===== src/rtl/elbeth_mem_arbiter.sv =====
// elbeth_mem_arbiter: serialises imem/dmem requests onto one 1-cycle SRAM.
// Optional: define ELBETH_MEM_ALIGN_CHECK_EN to turn misaligned accesses into error completions.
module elbeth_mem_arbiter #(
  parameter int RAM_AW = 6
) (
  input  logic              clk,
  input  logic              rst,
  input  logic              imem_en,
  input  logic [RAM_AW+1:0] imem_addr,
  input  logic [3:0]        imem_rw,
  input  logic [31:0]       imem_out_data,
  output logic [31:0]       imem_in_data,
  output logic              imem_ready,
  output logic              imem_error,
  input  logic              dmem_en,
  input  logic [RAM_AW+1:0] dmem_addr,
  input  logic [3:0]        dmem_rw,
  input  logic [31:0]       dmem_out_data,
  output logic [31:0]       dmem_in_data,
  output logic              dmem_ready,
  output logic              dmem_error,
  output logic              ram_en,
  output logic [3:0]        ram_we,
  output logic [RAM_AW-1:0] ram_addr,
  output logic [31:0]       ram_wdata,
  input  logic [31:0]       ram_rdata
);

  typedef enum logic [1:0] {
    IDLE,
    ACCESS,
    RESP
  } state_t;

  state_t state_q, state_d;

  logic              gnt_d, gnt_i;
  logic              take_d, take_i;
  logic [RAM_AW-1:0] addr_q;
  logic [3:0]        rw_q;
  logic [31:0]       data_q;
  logic              mis_q;
  logic              mis_nxt;

  assign imem_in_data = ram_rdata;
  assign dmem_in_data = ram_rdata;

`ifdef ELBETH_MEM_ALIGN_CHECK_EN
  // Misalignment is judged on the address of whichever port wins the grant.
  always_comb begin
    mis_nxt = 1'b0;
    if (take_d)
      mis_nxt = (dmem_addr[1:0] != 2'b00);
    else if (take_i)
      mis_nxt = (imem_addr[1:0] != 2'b00);
  end
`else
  logic unused_low_addr;
  assign unused_low_addr = ^{imem_addr[1:0], dmem_addr[1:0]};
  assign mis_nxt = 1'b0;
`endif

  // Next-state, grant selection and SRAM strobes.
  always_comb begin
    state_d   = state_q;
    take_d    = 1'b0;
    take_i    = 1'b0;
    ram_en    = 1'b0;
    ram_we    = 4'b0000;
    ram_addr  = '0;
    ram_wdata = '0;
    unique case (state_q)
      IDLE: begin
        if (dmem_en)
          take_d = 1'b1;
        else if (imem_en)
          take_i = 1'b1;
        if (take_d || take_i)
          state_d = ACCESS;
      end
      ACCESS: begin
        ram_en    = !mis_q;
        ram_we    = mis_q ? 4'b0000 : rw_q;
        ram_addr  = addr_q;
        ram_wdata = data_q;
        state_d   = RESP;
      end
      RESP: begin
        // Hand over to the other port only; the served
        // port's en still reflects its finished request.
        if (gnt_d && imem_en)
          take_i = 1'b1;
        else if (gnt_i && dmem_en)
          take_d = 1'b1;
        state_d = (take_d || take_i) ? ACCESS : IDLE;
      end
      default: state_d = IDLE;
    endcase
  end

  // State, grant latch and registered completion pulses.
  always_ff @(posedge clk) begin
    if (rst) begin
      state_q    <= IDLE;
      gnt_d      <= 1'b0;
      gnt_i      <= 1'b0;
      addr_q     <= '0;
      rw_q       <= '0;
      data_q     <= '0;
      mis_q      <= 1'b0;
      imem_ready <= 1'b0;
      dmem_ready <= 1'b0;
    end else begin
      state_q <= state_d;
      if (take_d) begin
        gnt_d  <= 1'b1;
        gnt_i  <= 1'b0;
        addr_q <= dmem_addr[RAM_AW+1:2];
        rw_q   <= dmem_rw;
        data_q <= dmem_out_data;
        mis_q  <= mis_nxt;
      end else if (take_i) begin
        gnt_d  <= 1'b0;
        gnt_i  <= 1'b1;
        addr_q <= imem_addr[RAM_AW+1:2];
        rw_q   <= imem_rw;
        data_q <= imem_out_data;
        mis_q  <= mis_nxt;
      end
      imem_ready <= (state_q == ACCESS) && gnt_i && !mis_q;
      dmem_ready <= (state_q == ACCESS) && gnt_d && !mis_q;
    end
  end

`ifdef ELBETH_MEM_ALIGN_CHECK_EN
  // Error pulses replace ready for misaligned grants.
  always_ff @(posedge clk) begin
    if (rst) begin
      imem_error <= 1'b0;
      dmem_error <= 1'b0;
    end else begin
      imem_error <= (state_q == ACCESS) && gnt_i && mis_q;
      dmem_error <= (state_q == ACCESS) && gnt_d && mis_q;
    end
  end
`else
  assign imem_error = 1'b0;
  assign dmem_error = 1'b0;
`endif

endmodule

===== config.mk =====
export PLATFORM = sky130hd
export DESIGN_NAME = elbeth_mem_arbiter
export DESIGN_NICKNAME = d
export VERILOG_FILES = /design/src/rtl/elbeth_mem_arbiter.sv
export SDC_FILE = /design/constraint.sdc
export NUM_CORES = 1
export LEC_CHECK = 0
export ABC_AREA = 1
export ABC_CLOCK_PERIOD_IN_PS = 1300
export BUFFER_PORTS_ARGS = -buffer_cell sky130_fd_sc_hd__buf_4
export CAP_MARGIN = 10
export CORE_AREA = 2 2 92 94
export DETAILED_ROUTE_END_ITERATION = 10
export DIE_AREA = 0 0 94 96
export GPL_ROUTABILITY_DRIVEN = 0
export PLACE_DENSITY = 0.79
export SLEW_MARGIN = 0
export SYNTH_ARGS = -nofsm -noshare
export SYNTH_HDL_FRONTEND = slang
export SYNTH_SLANG_ARGS = --single-unit
export TNS_END_PERCENT = 50

===== constraint.sdc =====
create_clock -name clk -period 1.3 [get_ports clk]
set_input_delay 0.13 -clock clk [delete_from_list [all_inputs] [get_ports clk]]
set_output_delay 0.13 -clock clk [all_outputs]
set_load 0.02 [all_outputs]

==> results.md, run 1 <==
* Top cell type by total area after synthesis: dfxtp_1
* Crit-path cells: nor2_2, nand2_2, nand2_4, nor2_4, buf_12, clkbuf_16, buf_4, nor2_1
* Diode count at 0
* WP data arrival at 1.59 ns
* Leak at 2.27 nW
* Power per cell area at 929 nW/um^2
* GRT overflow at 0
* Clock transition at the registers of the reported paths at 0.09 ns
* Hold path start: dmem_rw[0]
* Max transition margin at 65.6%
* RSZ-0062 raised after global routing: true
* Post-synthesis xor/xnor area fraction at 0%
* Die width at 94 um
* Max-Cap Viols at 0
* Flop pwr share at 43.1%
* Final setup TNS at -2.59 ns
* Largest net degree at the start of global routing at 49
* Pint at 2.69 mW
* Worst Hold Path EP: rw_q[0]$_SDFFE_PP0P_
* Area contributors post-synth: dfxtp_1 30%, nand2_1 26%, buf_4 17%
* Std-Cell Rows at 33
* WL per Instance at 11.2 um
* Reg2reg setup slack at -0.06 ns
* Worst R2R End: state_q[0]$_SDFFE_PP0P_
* Final net count at 738
* Critical path peak fanout at 7
* HPWL after detailed placement at 5720 um
* Iteration-0 DRC Markers at 70
* Initial antenna violation count at 0
* TritonCTS clock tree: done
* Core area at 8050 um^2
* Final period util at 105%
* Cells after Synth at 547
* Layout cells sized above 1 at 33.0%
* Detail Route Antenna Nets at 0
* Seq/Total Area, Yosys at 30.2%
* CP Launch Type: register
* First-pass GRT wire length at 12100 um
* Slew @ Worst Pin at 0.516 ns
* DR vias at 3129
* DIE AREA at 9020 um^2
* Endpoints failing setup at 86
* Clock tree sinks at 48
* Starting Density at 39.5%
* Residual DRC at 0
* Status: finished, violations left
* Hold path depth at 5
* Sw power at 1.26 mW
* Filler cells at 821
* Hold Path Class: in -> reg
* Final wirelength at 8090 um
* Clock power frac at 23.0%
* IO Port Bufs at 132
* Simple-Gate Fraction of Synth Area at 32.9%
* Pre-CTS WS at -0.0577 ns
* Most numerous cell in the Yosys netlist: nand2_1
* Combinational Power Share at 33.9%
* Post-synthesis compound-gate area fraction at 6.76%
* Via/cell ratio at 4.35
* Reg-to-reg startpoint: state_q[0]$_SDFFE_PP0P_
* Die H at 96 um
* Slew Limit Fails at 0
* Synth-to-layout area growth at 33.6%
* Sw Share at 31.9%
* Root Buffer: clkbuf_8
* Yosys reg bits at 48
* Adder-Cell Fraction of Synth Area at 0%
* Crit path kind: reg -> reg
* Final min period at 1.36 ns
* GRT Overall Usage at 16.4%
* Reg2Reg Depth at 8
* Post-Syn Area at 3180 um^2
* Clock Path Buffers at 2
* Post-synthesis mux area share at 0%
* Netlist cell types at 15
* Total power at 3.95 mW
* Slowest cell on crit path: dfxtp_4
* CTS H-tree lvls at 2
* Worst EP required at 1.53 ns
* Largest family of logic cells by synthesized area: simple AND/OR/NAND/NOR gates
* Share of the synthesized area in the top cell type at 30.2%
* Number of synthesized flops with an enable pin at 0
* Async set or reset register ratio after synthesis at 0%
* Number of global-route vias before repair at 2798
* Post-Syn Area per Cell at 5.82 um^2
* Final Worst Setup Slack at -0.0607 ns
* Clock Latency Late Sink at 0.30 ns
* Worst stage delay on the critical path at 0.37 ns
* Top-level I/O count at 235
* Worst Setup End Kind: register
* Top FF cell, synth: dfxtp_1
* Fmax at 735 MHz
* Post-synth top cells: 219 x nand2_1, 88 x inv_1, 70 x buf_4, 49 x nor2_1, 48 x dfxtp_1
* Worst vdd ir at 440 uV
* Worst Clk Skew at 0.00462 ns
* Total CTS buffers at 5
* Pre-Repair DR Iteration Count at 4
* Failing checks: setup timing
* Synth Warn # at 0
* Minimum hold slack at 0.165 ns
* Hold Violations, Final at 0
-- through the flow --
step | instances | area (um^2) | util [%]
floorplan | 548 | 3190 | -
global placement | 706 | 3870 | 48.1
detailed placement | 706 | 3870 | 48.1
CTS | 714 | 4040 | 50.2
global route | 720 | 4250 | 52.8
finish | 720 | 4250 | 52.8
-- registers in the layout (all words and copies together), names as in the netlist --
signal      flops
rw_q            4
data_q         32
addr_q          6
gnt_d           1
state_q         2
imem_ready      1
dmem_ready      1
gnt_i           1
-- area by class of cell --
cell class | count | area, um^2 | area share (%)
Inverter | 90 | 340 | 8.00
Tap cell | 105 | 131 | 3.09
Sequential cell | 48 | 968 | 22.8
Clock inverter | 2 | 10.0 | 0.235
Clock buffer | 6 | 82.6 | 1.94
Timing Repair Buffer | 150 | 1340 | 31.6
Multi-Input combinational cell | 319 | 1380 | 32.4
-- critical path: cells and delay by family (launching register included) --
family,cells,cell delay (ns)
buffers and inverters,3,0.41
DFF,1,0.37
and+or+nand+nor,5,0.52
-- cell families (layout without fill, tap and decap cells) --
kind of cell | count (synthesis) | count (layout)
AOI/OAI and AO/OA | 43 | 43
buffers and inverters | 181 | 248
DFF | 48 | 48
other | 1 | 2
and+or+nand+nor | 274 | 274
-- repair_timing --
item | in CTS | in global routing
pin swaps | 0 | 1
setup endpoints to repair | 78 | 85
setup buffers | 0 | 3
cloned | 0 | 3
gates resized for setup | 23 | 38
hold buffers | 0 | 0
-- power by group through the flow --
| stage | Combinational, mW | Clock (mW) | Sequential [mW] |
|---|---|---|---|
| 2_1_floorplan | 0.963 | 0 | 1.71 |
| 3_3_place_gp | 1.14 | 0 | 1.72 |
| 3_5_place_dp | 1.17 | 0 | 1.73 |
| 4_1_cts | 1.22 | 0.950 | 1.70 |
| 5_1_grt | 1.49 | 1.03 | 1.72 |
| 6_report | 1.34 | 0.909 | 1.70 |
-- routing by layer --
layer	vias up	global-route usage, %	share of wire (%)
met1	1376	20.4	43
li1	1640	-	-
met3	16	3.45	5.7
met4	0	6.40	1.6
met2	97	27.9	50
met5	-	0	0
-- placed cells by master (no fill, tap or decap) --
cell / n
buf_8: 1
a21oi_1: 42
buf_6: 12
nand3_2: 1
inv_4: 1
nor2_4: 2
dfxtp_2: 3
inv_1: 87
buf_4: 125
buf_12: 9
conb_1: 2
dfxtp_4: 1
nand2_4: 3
nand2_2: 5
clkbuf_8: 6
clkinv_2: 2
dfxtp_1: 44
clkbuf_16: 3
nor3_1: 1
nor2_2: 26
a21oi_2: 1
nand2_1: 213
nor2_1: 23
inv_2: 2
-- worst max-delay path by stage --
stage / start / to / slack [ns] / cells after the start
after detailed placement: gnt_d$_SDFFE_PP0P_ / data_q[27]$_SDFFE_PP0P_ / -0.06 / 7
final: state_q[0]$_SDFFE_PP0P_ / state_q[0]$_SDFFE_PP0P_ / -0.06 / 8
after global routing: state_q[0]$_SDFFE_PP0P_ / state_q[0]$_SDFFE_PP0P_ / -0.13 / 8
after global placement: state_q[0]$_SDFFE_PP0P_ / data_q[20]$_SDFFE_PP0P_ / 0.01 / 7
after floorplan: state_q[1]$_SDFFE_PP0P_ / data_q[11]$_SDFFE_PP0P_ / 0.14 / 9
after CTS: state_q[1]$_SDFFE_PP0P_ / ram_wdata[31] / -0.03 / 5
No activity file was read; power rests on OpenSTA's default activity.
==> run 2: changes to the inputs <==
Settings changed: ABC_AREA 1 to 0, CORE_AREA 2 2 92 94 to unset, CORE_UTILIZATION set to 43, DIE_AREA 0 0 94 96 to unset, PLACE_DENSITY 0.79 to 0.82.
==> results.md, run 2 <==
* Pre-Repair DR Iteration Count at 4
* Worst EP required at 1.17 ns
* # placed instances at 591
* Starting Density at 45.0%
* Worst vdd ir at 679 uV
* WL per Instance at 17.4 um
* Share of the synthesized area in the top cell type at 27.2%
* Sw Share at 30.8%
* Core area at 7850 um^2
* HPWL after detailed placement at 6640 um
* Layout Utilization at 62.0%
* GRT Overall Usage at 23.8%
* CP Launch Type: register
* Detail Route Antenna Nets at 0
* Number of synthesized flops with an enable pin at 0
* Clock power frac at 25.7%
* Layout cells sized above 1 at 46.4%
* Clock transition at the registers of the reported paths at 0.10 ns
* Top cell type by total area after synthesis: dfxtp_1
* Max FFs per register at 32
* Final net count at 629
* Final setup TNS at -18.08 ns
* Crit path kind: reg -> out
* Netlist cell types at 26
* Seq/Total Area, Yosys at 27.2%
* Most frequent cells in the layout: 116 x buf_4, 47 x buf_6, 45 x dfxtp_1
* DIE AREA at 8580 um^2
* Worst Clk Skew at 0.00498 ns
* Std-Cell Rows at 32
* Via/cell ratio at 5.93
* Flop pwr share at 38.5%
* Sw power at 1.39 mW
* Clock tree sinks at 48
* Root Buffer: clkbuf_8
* Top-level I/O count at 235
* Biggest register: data_q
* Post-Syn Area at 3530 um^2
* Number of global-route vias before repair at 3353
* CTS H-tree lvls at 2
* Post-Layout Inst Area at 4860 um^2
* Cells after Synth at 442
* Clock Latency Late Sink at 0.30 ns
* Hold Path Class: in -> reg
* Leak at 2.17 nW
* Slowest cell on crit path: dfxtp_4
* Endpoints failing setup at 87
* Worst stage delay on the critical path at 0.36 ns
* Top FF cell, synth: dfxtp_1
* Combinational Power Share at 35.8%
* Post-Syn Area per Cell at 7.99 um^2
* Multi-input gate area at 1790 um^2
* WP data arrival at 1.44 ns
* CP most frequent cell: buf_6
* Critical path peak fanout at 7
* Residual DRC at 0
* Largest net degree at the start of global routing at 48
* Most numerous cell in the Yosys netlist: buf_4
* Failing checks: setup timing
* Die H at 92.6 um
* Async set or reset register ratio after synthesis at 0%
* Final period util at 121%
* Fmax at 636 MHz
* RSZ-0062 raised after global routing: true
* Placed Area at 4290 um^2
* Minimum hold slack at 0.0129 ns
* Power per cell area at 925 nW/um^2
* Yosys reg bits at 48
* Hold Violations, Final at 0
* Area contributors post-synth: dfxtp_1 27%, buf_4 14%, o41ai_1 10%
* Final Worst Setup Slack at -0.272 ns
* GRT overflow at 0
* Regs by FF count: data_q (32), addr_q (6), rw_q (4)
* Max-Cap Viols at 0
* Iteration-0 DRC Markers at 205
* Non-filler instance count after layout at 608
* Post-synth top cells: 67 x buf_4, 48 x dfxtp_1, 43 x and2_1
* Synth Warn # at 0
* Pre-CTS WS at -0.222 ns
* Sequential Area at 967 um^2
* Die width at 92.6 um
* Commonest non-fill, non-tap cell in the layout: buf_4
* Crit-path cells: buf_6, nor2b_4, buf_12, clkbuf_16, and2_4, buf_6
* Total CTS buffers at 5
* Status: finished, violations left
* Slew Limit Fails at 0
* Synth-to-layout area growth at 37.7%
* DR vias at 3607
* Worst Setup End Kind: primary output
* TritonCTS clock tree: done
* Clock Path Buffers at 2
* Initial antenna violation count at 0
* Diode count at 0
* IO Port Bufs at 132
* Total power at 4.50 mW
* Pint at 3.11 mW
* First-pass GRT wire length at 16400 um
* Filler cells at 693
* Final wirelength at 10600 um
* Final min period at 1.57 ns
[run 2: changes by cell type in the layout (fill, tap and decap cells not counted), moves of 37 or more]
cell	delta
inv_1	-45
nand2_1	-213
or4_1	+42
a31oi_1	+42
and2_4	+37
o41ai_1	+42
o31ai_1	+42
a21oi_1	-42
[run 2: what timing repair did]
action                     4_1_cts  5_1_grt
buffers inserted                 4        1
cloned                           3        1
setup endpoints to repair       86       87
pin swaps                       27        9
hold endpoints to repair         1        0
resized for setup               82       16
hold buffers                     1        0
[run 2: path summary, 6_finish.rpt]
kind | start | to | slack [ns] | cells after the start
setup reg to reg | state_q[0]$_SDFFE_PP0P_ | data_q[28]$_SDFFE_PP0P_ | -0.24 | 4
setup / recovery | state_q[1]$_SDFFE_PP0P_ | ram_wdata[18] | -0.27 | 6
hold / removal | rst | state_q[0]$_SDFFE_PP0P_ | 0.01 | 2
hold reg to reg | data_q[29]$_SDFFE_PP0P_ | data_q[29]$_SDFFE_PP0P_ | 0.48 | 2
[run 2: layer usage]
metal,wire length [um],vias to the layer above,global-route usage (%)
met5,0,-,0
met4,294,0,12.2
met3,711,30,4.02
met2,5400,185,40.3
met1,4150,1685,28.9
li1,-,1707,-
[run 2: area by class of cell]
class                   count  share of cell area (%)
multi-input cells         230                    36.9
repair buffers            177                    34.8
flip-flops and latches     48                    19.9
inverters                  43                    3.32
well taps                 102                    2.62
clock buffers               6                    1.70
clock inverters             2                   0.798
[run 2: power by group through the flow]
stage	logic, mW	registers (mW)	clock network, mW
floorplan	1.06	1.72	0
global placement	1.31	1.75	0
detailed placement	1.35	1.75	0
CTS	1.58	1.72	1.19
global route	1.73	1.75	1.25
finish	1.61	1.73	1.16
[run 2: kinds of logic (layout without fill, tap and decap cells)]
group | count (synthesis) | after routing | share of synthesized area [%]
buffers and inverters | 165 | 228 | 26.0
other | 1 | 2 | 0.106
and+or+nand+nor | 96 | 96 | 18.7
DFF | 48 | 48 | 27.2
AOI/OAI and AO/OA | 132 | 132 | 28.0
[run 2: critical path, delay by kind of cell, from the launching register on]
kind	cells	cell delay (ns)
flops	1	0.36
simple gates	2	0.28
buf+inv	4	0.51
==> run 3: changes to the inputs <==
Settings changed: CORE_ASPECT_RATIO set to 1.25, SLEW_MARGIN 0 to unset.
==> results.md, run 3 (synthesis gave the netlist of run 2 again) <==
* Commonest non-fill, non-tap cell in the layout: buf_4
* Clock Latency Late Sink at 0.30 ns
* Final period util at 124%
* Top-level I/O count at 235
* Core area at 7880 um^2
* Number of global-route vias before repair at 3409
* Iteration-0 DRC Markers at 237
* Hold Path Class: in -> reg
* Pre-Repair DR Iteration Count at 5
* WL per Instance at 20.0 um
* Slowest cell on crit path: dfxtp_4
* Max-Cap Viols at 0
* Final wirelength at 12000 um
* Status: finished, violations left
* Failing checks: setup timing
* DR vias at 3723
* Layout cells sized above 1 at 49.8%
* DIE AREA at 8580 um^2
* Synth-to-layout area growth at 42.0%
* First-pass GRT wire length at 17500 um
* CP Launch Type: register
* Power per cell area at 864 nW/um^2
* Diode count at 0
* Minimum hold slack at 0.130 ns
* Clock Path Buffers at 2
* Leak at 2.24 nW
* Layout Utilization at 63.7%
* Starting Density at 44.8%
* RSZ-0062 raised after global routing: true
* Root Buffer: clkbuf_8
* Std-Cell Rows at 36
* Clock transition at the registers of the reported paths at 0.09 ns
* Most frequent cells in the layout: 108 x buf_4, 48 x buf_6, 46 x dfxtp_1, 42 x o31ai_1, 42 x inv_1
* Final min period at 1.61 ns
* Worst stage delay on the critical path at 0.35 ns
* Filler cells at 674
* Clock tree sinks at 48
* Crit path kind: reg -> out
* Endpoints failing setup at 87
* Hold Violations, Final at 0
* GRT Overall Usage at 25.3%
* Slew Limit Fails at 0
* Final Worst Setup Slack at -0.306 ns
* Largest net degree at the start of global routing at 53
* Initial antenna violation count at 0
* GRT overflow at 0
* WP data arrival at 1.48 ns
* Final setup TNS at -20.34 ns
* Worst EP required at 1.17 ns
* Final net count at 630
* Detail Route Antenna Nets at 0
* Worst vdd ir at 485 uV
* Max FFs per register at 32
* IO Port Bufs at 132
* Worst Clk Skew at 0.00551 ns
* HPWL after detailed placement at 7260 um
* CP most frequent cell: buf_6
* Residual DRC at 0
* Crit-path cells: buf_6, nor2b_4, buf_12, buf_8, and2_4, buf_6
* Die H at 103 um
* Total CTS buffers at 5
* Worst Setup End Kind: primary output
* Biggest register: data_q
* CTS H-tree lvls at 2
* TritonCTS clock tree: done
* Critical path peak fanout at 7
* Die width at 83.1 um
* Fmax at 623 MHz
* Via/cell ratio at 6.19
* Regs by FF count: data_q (32), addr_q (6), rw_q (4)
==> run 3: layout make-up <==
type / count / area [um^2] / share of cell area [%]
timing repair buffer: 178 / 1800 / 35.8
tap: 95 / 119 / 2.37
inverter: 43 / 161 / 3.22
clock inverter: 1 / 5.00 / 0.0998
sequential: 48 / 966 / 19.3
clock buffer: 6 / 72.6 / 1.45
multi-input combinational: 230 / 1900 / 37.8
==> run 3: final timing paths <==
check / from / end / slack, ns / depth (start not counted)
max: state_q[1]$_SDFFE_PP0P_ / ram_wdata[25] / -0.31 / 6
max reg2reg: state_q[1]$_SDFFE_PP0P_ / data_q[12]$_SDFFE_PP0P_ / -0.24 / 5
min: dmem_out_data[3] / data_q[3]$_SDFFE_PP0P_ / 0.13 / 3
min reg2reg: state_q[0]$_SDFFE_PP0P_ / state_q[0]$_SDFFE_PP0P_ / 0.49 / 1
==> run 3: repair_timing <==
item                                    CTS  global route
cloned                                    4             4
hold buffers                              1             0
endpoints found under the setup margin   87            87
setup buffers                             5             1
pin swaps                                41            33
hold endpoints to repair                  1             0
gates resized for setup                  74            53
==> run 3: per-layer routing <==
layer	track usage [%]	share of wire, %
met5	0	0
met2	43.4	50
met1	29.8	37
met3	4.60	8.1
met4	15.1	4.4
==> run 3: per-stage QoR <==
step	power (mW)	setup slack [ns]	instance area, um^2	instances
3_5_place_dp	3.09	-0.221	4250	580
2_1_floorplan	2.79	-0.110	3550	443
4_1_cts	4.16	-0.291	4740	597
5_1_grt	4.53	-0.357	5020	601
6_report	4.33	-0.306	5020	601
3_3_place_gp	3.04	-0.156	4250	580
==> run 3: worst max-delay path: cells and delay by family, from the launching register on <==
kind,cells,cell delay [ns]
flip-flops,1,0.35
AND/OR/NAND/NOR,2,0.32
buffers and inverters,4,0.50
==> run 3: where the power goes <==
group / switching, mW / total [mW] / leakage [nW] / internal [mW]
clock network: 0.489 / 0.856 / 0.0410 / 0.367
registers: 0.102 / 1.74 / 0.399 / 1.64
logic: 0.824 / 1.74 / 1.80 / 0.917
